File: src/rtl/mem_arbiter.sv
// Round-robin arbiter that shares one start/busy memory unit between the instruction
// port (A) and the data port (B), with a watchdog that force-completes stalled accesses.
module mem_arbiter #(
    parameter int unsigned TIMEOUT = 1023
) (
    input  logic        clk,
    input  logic        reset,
    input  logic        a_req,
    input  logic [26:0] a_addr,
    input  logic [31:0] a_data,
    input  logic        a_we,
    output logic        a_ack,
    output logic [31:0] a_q,
    input  logic        b_req,
    input  logic [26:0] b_addr,
    input  logic [31:0] b_data,
    input  logic        b_we,
    output logic        b_ack,
    output logic [31:0] b_q,
    output logic [26:0] mem_addr,
    output logic [31:0] mem_data,
    output logic        mem_we,
    output logic        mem_start,
    input  logic        mem_busy,
    input  logic [31:0] mem_q,
    input  logic        mem_init_done,
    output logic        timeout_err
);

    typedef enum logic [1:0] {
        ST_IDLE  = 2'd0,
        ST_ISSUE = 2'd1,
        ST_WAIT  = 2'd2,
        ST_DONE  = 2'd3
    } state_t;

    localparam logic PORT_A = 1'b0;
    localparam logic PORT_B = 1'b1;
    // The edge on which the timer would reach TIMEOUT is the forced-completion edge.
    localparam logic [9:0] TIMER_LAST = 10'(TIMEOUT - 1);

    state_t      state_q, state_d;
    logic [9:0]  timer_q, timer_d;
    logic        owner_q, owner_d;
    logic        last_grant_q, last_grant_d;
    logic [26:0] mem_addr_q, mem_addr_d;
    logic [31:0] mem_data_q, mem_data_d;
    logic        mem_we_q, mem_we_d;
    logic        mem_start_q, mem_start_d;
    logic        a_ack_q, a_ack_d;
    logic        b_ack_q, b_ack_d;
    logic [31:0] a_q_q, a_q_d;
    logic [31:0] b_q_q, b_q_d;
    logic        timeout_err_q, timeout_err_d;

    logic        grant_valid_s;
    logic        grant_port_s;
    logic        finish_s;
    logic        forced_s;
    logic [31:0] ret_data_s;

    // Port selection: single requester wins, a tie goes to the port not granted last.
    always_comb begin
        grant_valid_s = mem_init_done && !mem_busy && (a_req || b_req);
        if (a_req && b_req) begin
            grant_port_s = (last_grant_q == PORT_A) ? PORT_B : PORT_A;
        end else if (b_req) begin
            grant_port_s = PORT_B;
        end else begin
            grant_port_s = PORT_A;
        end
    end

    // Next-state and next-output computation for the transaction sequencer.
    always_comb begin
        state_d       = state_q;
        timer_d       = timer_q;
        owner_d       = owner_q;
        last_grant_d  = last_grant_q;
        mem_addr_d    = mem_addr_q;
        mem_data_d    = mem_data_q;
        mem_we_d      = mem_we_q;
        mem_start_d   = mem_start_q;
        a_ack_d       = 1'b0;
        b_ack_d       = 1'b0;
        a_q_d         = a_q_q;
        b_q_d         = b_q_q;
        timeout_err_d = timeout_err_q;
        finish_s      = 1'b0;
        forced_s      = 1'b0;
        ret_data_s    = 32'd0;

        case (state_q)
            ST_IDLE: begin
                if (grant_valid_s) begin
                    state_d      = ST_ISSUE;
                    timer_d      = 10'd0;
                    owner_d      = grant_port_s;
                    last_grant_d = grant_port_s;
                    mem_start_d  = 1'b1;
                    if (grant_port_s == PORT_B) begin
                        mem_addr_d = b_addr;
                        mem_data_d = b_data;
                        mem_we_d   = b_we;
                    end else begin
                        mem_addr_d = a_addr;
                        mem_data_d = a_data;
                        mem_we_d   = a_we;
                    end
                end else begin
                    state_d = ST_IDLE;
                end
            end
            ST_ISSUE: begin
                if (mem_busy) begin
                    state_d = ST_WAIT;
                end else if (timer_q == TIMER_LAST) begin
                    finish_s = 1'b1;
                    forced_s = 1'b1;
                end else begin
                    timer_d = timer_q + 10'd1;
                end
            end
            ST_WAIT: begin
                // A busy fall on the watchdog edge still counts as a normal completion.
                if (!mem_busy) begin
                    finish_s = 1'b1;
                end else if (timer_q == TIMER_LAST) begin
                    finish_s = 1'b1;
                    forced_s = 1'b1;
                end else begin
                    timer_d = timer_q + 10'd1;
                end
            end
            ST_DONE: begin
                state_d = ST_IDLE;
            end
            default: begin
                state_d     = ST_IDLE;
                mem_start_d = 1'b0;
            end
        endcase

        if (finish_s) begin
            state_d     = ST_DONE;
            mem_start_d = 1'b0;
            ret_data_s  = forced_s ? 32'd0 : mem_q;
            if (owner_q == PORT_B) begin
                b_ack_d = 1'b1;
                b_q_d   = ret_data_s;
            end else begin
                a_ack_d = 1'b1;
                a_q_d   = ret_data_s;
            end
            if (forced_s) begin
                timeout_err_d = 1'b1;
            end else begin
                timeout_err_d = timeout_err_q;
            end
        end else begin
            ret_data_s = 32'd0;
        end
    end

    // State and output registers with synchronous reset.
    always_ff @(posedge clk) begin
        if (reset) begin
            state_q       <= ST_IDLE;
            timer_q       <= 10'd0;
            owner_q       <= PORT_A;
            last_grant_q  <= PORT_B;
            mem_addr_q    <= 27'd0;
            mem_data_q    <= 32'd0;
            mem_we_q      <= 1'b0;
            mem_start_q   <= 1'b0;
            a_ack_q       <= 1'b0;
            b_ack_q       <= 1'b0;
            a_q_q         <= 32'd0;
            b_q_q         <= 32'd0;
            timeout_err_q <= 1'b0;
        end else begin
            state_q       <= state_d;
            timer_q       <= timer_d;
            owner_q       <= owner_d;
            last_grant_q  <= last_grant_d;
            mem_addr_q    <= mem_addr_d;
            mem_data_q    <= mem_data_d;
            mem_we_q      <= mem_we_d;
            mem_start_q   <= mem_start_d;
            a_ack_q       <= a_ack_d;
            b_ack_q       <= b_ack_d;
            a_q_q         <= a_q_d;
            b_q_q         <= b_q_d;
            timeout_err_q <= timeout_err_d;
        end
    end

    assign mem_addr    = mem_addr_q;
    assign mem_data    = mem_data_q;
    assign mem_we      = mem_we_q;
    assign mem_start   = mem_start_q;
    assign a_ack       = a_ack_q;
    assign b_ack       = b_ack_q;
    assign a_q         = a_q_q;
    assign b_q         = b_q_q;
    assign timeout_err = timeout_err_q;

endmodule

File: config.mk
export PLATFORM = sky130hd
export DESIGN_NAME = mem_arbiter
export DESIGN_NICKNAME = d
export VERILOG_FILES = /design/src/rtl/mem_arbiter.sv
export SDC_FILE = /design/constraint.sdc
export NUM_CORES = 1
export LEC_CHECK = 0
export BUFFER_PORTS_ARGS = -buffer_cell sky130_fd_sc_hd__buf_2
export CAP_MARGIN = 25
export CORE_MARGIN = 1.5
export CORE_UTILIZATION = 30
export CTS_BUF_LIST = sky130_fd_sc_hd__clkbuf_4 sky130_fd_sc_hd__clkbuf_8 sky130_fd_sc_hd__clkbuf_16
export DETAILED_ROUTE_END_ITERATION = 16
export PLACE_DENSITY = 0.53
export SYNTH_ARGS = -nofsm -noshare
export SYNTH_HDL_FRONTEND = slang
export SYNTH_SLANG_ARGS = --single-unit
File: constraint.sdc
create_clock -name clk -period 5.5 [get_ports clk]
set_clock_uncertainty 0.1 [all_clocks]
set_input_delay 0.275 -clock clk [delete_from_list [all_inputs] [get_ports clk]]
set_output_delay 0.275 -clock clk [all_outputs]
set_load 0.01 [all_outputs]
# Word level (Yosys, flattened, before mapping)
# Index checks and enable logic that the tools add are counted.
# word_totals
ff_bits,142
elab_cells,64
output_inout_bits,128
input_bits,158
# op_classes
mux,24
add_sub_neg,1
reduce_logical,16
n_bitwise,2
eq_ne,8
# op_table
cell,n
32-bit 2-to-1 mux,2
10-bit 2-to-1 mux,4
10-bit case mux with 3 select lines,1
27-bit 2-to-1 mux,1
1-bit 2-to-1 mux,11
10-bit by 1-bit adder with 10-bit output (second input constant),1
10-bit == test (second input constant),1
2-bit AND reduction,5
2-bit inequality test (second input constant),3
2-bit case mux with 3 select lines,1
2-bit == test (second input constant),2
2-bit 2-to-1 mux,2
1-bit case mux with 2 select lines,2
4-bit AND reduction,1
4-bit nonzero test,1
2-bit OR reduction,2
1-bit logical AND,3
3-bit inequality test (second input constant),1
3-bit nonzero test,1
2-bit by 1-bit == test with 1-bit output (second input constant),1
2-bit logical NOT,1
1-bit NOT,2
1-bit logical NOT,1
1-bit logical OR,1

# Logic depth before layout (Yosys ltp)
# depth
ltp_word,6
mapped_depth,9
depth_no_buf,7

# Worst setup path before layout
# Ideal clock, no wire load.
# synth_timing
path_type,flip-flop to flip-flop
from,reg state_q[0]
to,reg a_q_q[10] (netlist: a_q[10])
path_slack_ns,3.424
n_path_buf,2
arrival_time_ns,1.917
required_time_ns,5.341
setup_ns,0.059
path_stages_with_launch,10
synth_period_minus_slack_ns,2.076
path_cell_list,dfxtp_1 > inv_1 > ha_1 > and4_1 > nand4_2 > buf_2 > o21ai_2 > a21oi_1 > buf_2 > a22o_1
# synth_between
elab_chain_cells,3
word_cells_on_any_way,6
cone_classes,eq/ne (2); mux (3); reduce/logical (1)
# synth_rtl
element,line,source
"start, declared",42,"state_t state_q, state_d;"
"start signal, assigned",182,state_q <= state_d;
2-bit == test or 2-bit by 1-bit == test with 1-bit output (tied branches),93,case (state_q)
1-bit case mux with 2 select lines,93,
32-bit 2-to-1 mux or 2-bit AND reduction (tied branches),-,
"end signal, assigned",192,a_q_q <= a_q_d;
"end, declared",52,"logic [31:0] a_q_q, a_q_d;"
# Several ways; a longest one is shown, not always the timed one.
# A chain may end at the register's enable or synchronous reset.

# Final worst setup path
# layout_timing
from,reg state_q[0]
to,reg b_q_q[22] (netlist: b_q[22])
# layout_between
elab_chain_cells,3
word_cells_on_any_way,6
cone_classes,eq/ne (2); mux (3); reduce/logical (1)
# layout_rtl
element,line,source
2-bit == test or 2-bit by 1-bit == test with 1-bit output (tied branches),93,
1-bit case mux with 2 select lines,93,
32-bit 2-to-1 mux or 2-bit AND reduction (tied branches),-,
"end signal, assigned",193,b_q_q <= b_q_d;
"end, declared",53,"logic [31:0] b_q_q, b_q_d;"
# Several ways; a longest one is shown, not always the timed one.

==> metrics.md <==
| Metric | Value |
|---|---|
| Die ar. | approximately 0.019 mm² |
| Synth async-reset ratio | 0% |
| CTS Buffer Depth | 2 |
| Fin. Hold Viols | 0 |
| Yosys reg bits | ~140 |
| R2R Setup Slk | 2.80 ns |
| Clock sink count | 142 |
| CTS clk-pin slew, worst paths | 0.07 ns |
| Grt ovf | 0 |
| Cell taking the most area after synthesis | dfxtp_1 |
| CTS H-Tree Depth | 4 |
| Clock Latency Late Sink | ~0.4 ns |
| Setup TNS | 0 ns |
| Share of cells above drive strength 1 | 40.77% |
| Clk root buf | clkbuf_16 |
| Core area | 0.01802 mm² |
| Worst-Margin Slew | about 0.72 ns |
| RSZ-0062 raised after global routing | no |
| Minimum clock period | 2.702 ns |
| Fmax | 370.1 MHz |
| Share of the synthesized area in the top cell type | between 50% and 60% |
| Vias in the first global route | 5029 |
| Port Buffer Count | about 290 |
| # setup viols final | 0 |
| Status | complete, no violations |
| Lkg Pwr | 3.689 nW |
| Startpoint Class | register |
| Post-route clock period utilization | 49.13% |
| Via count | roughly 5000 |
| Ys flop type | dfxtp_1 |
| Slowest-stage cell, CP | dfxtp_1 |
| Placed Area | 0.007119 mm² |
| XOR/XNOR share of the synthesized area | 1.106% |
| Buf+Inv Stages, Crit Path | 2 |
| Antenna-violating nets left | 0 |
| Hold WC Path Type | primary input to register |
| Synth cell types | 39 |
| Critical Path End Type | register |
| Worst hold start | mem_q[21] |
| Fin cells | around 1100 |
| R2r worst-path depth | 8 |
| Mux contribution to synthesized area | 11.19% |
| Cell Area, Synth | 0.005544 mm² |
| Hold Crit Endpoint | b_q[21]$_SDFFE_PP0P_ |
| Initial DRT Pass Iterations | 5 |
| Antenna diode count | 0 |
| Largest net degree at the start of global routing | 81 |
| GR Util All Layers | 16.58% |
| P&R area growth vs syn | 44.59% |
| Mapped Nets | 685 |
| CTS tree | done |
| Setup Buffers After CTS | 0 |
| Synth Area in Simple Gates | 10.04% |
| Most area-consuming cells after synthesis | dfxtp_1, mux2i_1, a22o_1 |
| Worst-path cell chain | inv_1, ha_1, and4_1, nand4_2, o21a_4, nor4_4, buf_4, a22o_1 |
| Die Ht | 138.9 µm |
| First-pass GRT wire length | 25580 µm |
| Hold depth | 2 |
| Die X | 138.9 µm |
| Largest family of logic cells by synthesized area | compound AO/OA/AOI/OAI gates |
| Placed cell count | 1001 |
| DRC Markers | 0 |
| # rows | 49 |
| Syn avg cell area | 10.64 µm² |
| Final Net Count | 985 |
| Synth warnings | 0 |
| Worst vdd ir | around 0.00019 V |
| Antenna violations before repair | 1 |
| Final WL | 15940 µm |
| Worst r2r src | state_q[0]$_SDFFE_PP0P_ |
| CP Class | register to register |
| Maximum Capacitance Violations | 0 |
| Power per Cell Area | between 300 and 400 mW/mm² |
| Synth cell count leaders | dfxtp_1, nor2_1, a22o_1 |
| Mapped Cells | 521 |
| Hpwl dp | roughly 12000 µm |
| Slew Limit Fails | 0 |
| Reg2reg end | b_q[22]$_SDFFE_PP0P_ |
| DRT iter0 DRCs | 149 |
| Slew margin rel. | 51.67% |
| EDFF count, synth | 0 |
| Crit path required time | ~5.8 ns |
| Hold_ws | 0.02942 ns |
| Starting Density | ~30% |
| Most common cell in the netlist | dfxtp_1 |
| Synth Area in Compound Gates | 20.56% |
| Drt wl/cell | 15.00 µm |
| Adder-cell share of the synthesized area | about 1.4% |
| Data arrival, critical path | around 3 ns |
| Crit-path max FO | 32 |
| Final Instance Area | between 0.008 and 0.009 mm² |
| Via density | 4.780 |
| Max incr delay on CP | 0.40 ns |
| Post-synthesis sequential area ratio | between 50% and 60% |
| Cell family with the largest share of critical-path delay | simple AND/OR/NAND/NOR gates |
| CTS buffer count | 17 |
| # IOs | 286 |
| Gpl congestion | 0.8335 |
==> where the power goes <==
part           switching [mW]  leakage (nW)  internal [mW]  total (mW)
registers              0.0174          1.15           1.06        1.08
logic                   0.144          2.26          0.133       0.277
clock network           0.517         0.278          0.611        1.13
total                   0.679          3.69           1.81        2.48
==> sequential cells by signal (all words and copies together), names as in the netlist <==
signal,cells
mem_we,1
timeout_err,1
a_q,32
mem_data,32
mem_addr,27
state_q,2
last_grant_q,1
owner_q,1
b_q,32
a_ack,1
b_ack,1
mem_start,1
timer_q,10
==> worst max-delay path by stage <==
stage	startpoint	end	slack, ns	cells past startpoint
2_1_floorplan	state_q[0]$_SDFFE_PP0P_	a_q[10]$_SDFFE_PP0P_	3.42	9
3_3_place_gp	state_q[0]$_SDFFE_PP0P_	a_q[0]$_SDFFE_PP0P_	2.95	8
3_5_place_dp	state_q[0]$_SDFFE_PP0P_	a_q[12]$_SDFFE_PP0P_	2.85	8
4_1_cts	state_q[0]$_SDFFE_PP0P_	a_q[22]$_SDFFE_PP0P_	2.82	8
5_1_grt	state_q[0]$_SDFFE_PP0P_	a_q[31]$_SDFFE_PP0P_	2.62	8
6_report	state_q[0]$_SDFFE_PP0P_	b_q[22]$_SDFFE_PP0P_	2.80	8
==> what timing repair did <==
| action | in CTS | in global routing |
|---|---|---|
| hold buffers | 30 | 0 |
| hold endpoints to repair | 59 | 0 |
| resized for setup | 0 | 0 |
==> routing by layer <==
layer  track usage (%)  vias to the layer above  share of wire, %
li1                  -                     2536                 -
met2             28.40                      221                48
met4             5.866                        2               1.5
met1             19.75                     2298                43
met5                 0                        -             0.050
met3             4.834                       24               6.8
==> area by class of cell <==
class,count,area [µm²]
Multi-Input combinational cell,331,2477
Clock inverter,15,171.4
Timing Repair Buffer,324,1794
Fill cell,1738,10010
Inverter,5,18.77
Sequential cell,142,2843
Clock buffer,17,425.4
Tap cell,229,286.5
==> cells by family after synthesis <==
group,Yosys count
AO/OA/AOI/OAI,143
flip-flops,142
AND/OR/NAND/NOR,113
multiplexers,62
buffers and inverters,48
XOR/XNOR,7
adder cells (fa/ha/maj),6
==> per-stage QoR <==
stage          util [%]  setup WS [ns]  power (mW)
2_1_floorplan         -          3.424       1.243
3_3_place_gp      39.50          2.954       1.361
3_5_place_dp      39.50          2.855       1.366
4_1_cts           44.47          2.817       2.526
5_1_grt           44.47          2.625       2.606
6_report          44.47          2.798       2.485
==> cell usage in the layout (no fill, tap or decap), types with 2 or more instances in the layout <==
| cell type | synthesis | final |
|---|---|---|
| a31oi_1 | 2 | 2 |
| ha_1 | 6 | 6 |
| nand2_1 | 5 | 5 |
| clkinv_8 | 0 | 4 |
| and4_1 | 2 | 2 |
| nand4_1 | 4 | 4 |
| nor3_1 | 4 | 4 |
| a21oi_1 | 6 | 4 |
| dfxtp_1 | 142 | 142 |
| inv_8 | 0 | 6 |
| nor4_4 | 2 | 2 |
| inv_1 | 5 | 5 |
| xor2_1 | 6 | 6 |
| buf_2 | 18 | 285 |
| nand3_1 | 5 | 5 |
| o21ai_2 | 2 | 2 |
| nand4b_1 | 3 | 3 |
| buf_4 | 0 | 9 |
| a211oi_1 | 60 | 60 |
| a22o_1 | 64 | 64 |
| or3_1 | 3 | 3 |
| clkbuf_16 | 0 | 17 |
| nor2_1 | 75 | 75 |
| mux2i_1 | 62 | 62 |
| o21ai_0 | 4 | 4 |
| a21oi_2 | 0 | 2 |
| nor2b_1 | 2 | 2 |
| dlygate4sd3_1 | 0 | 30 |
| clkinvlp_4 | 0 | 4 |
Note: power is estimated with default switching activity, not from simulation.
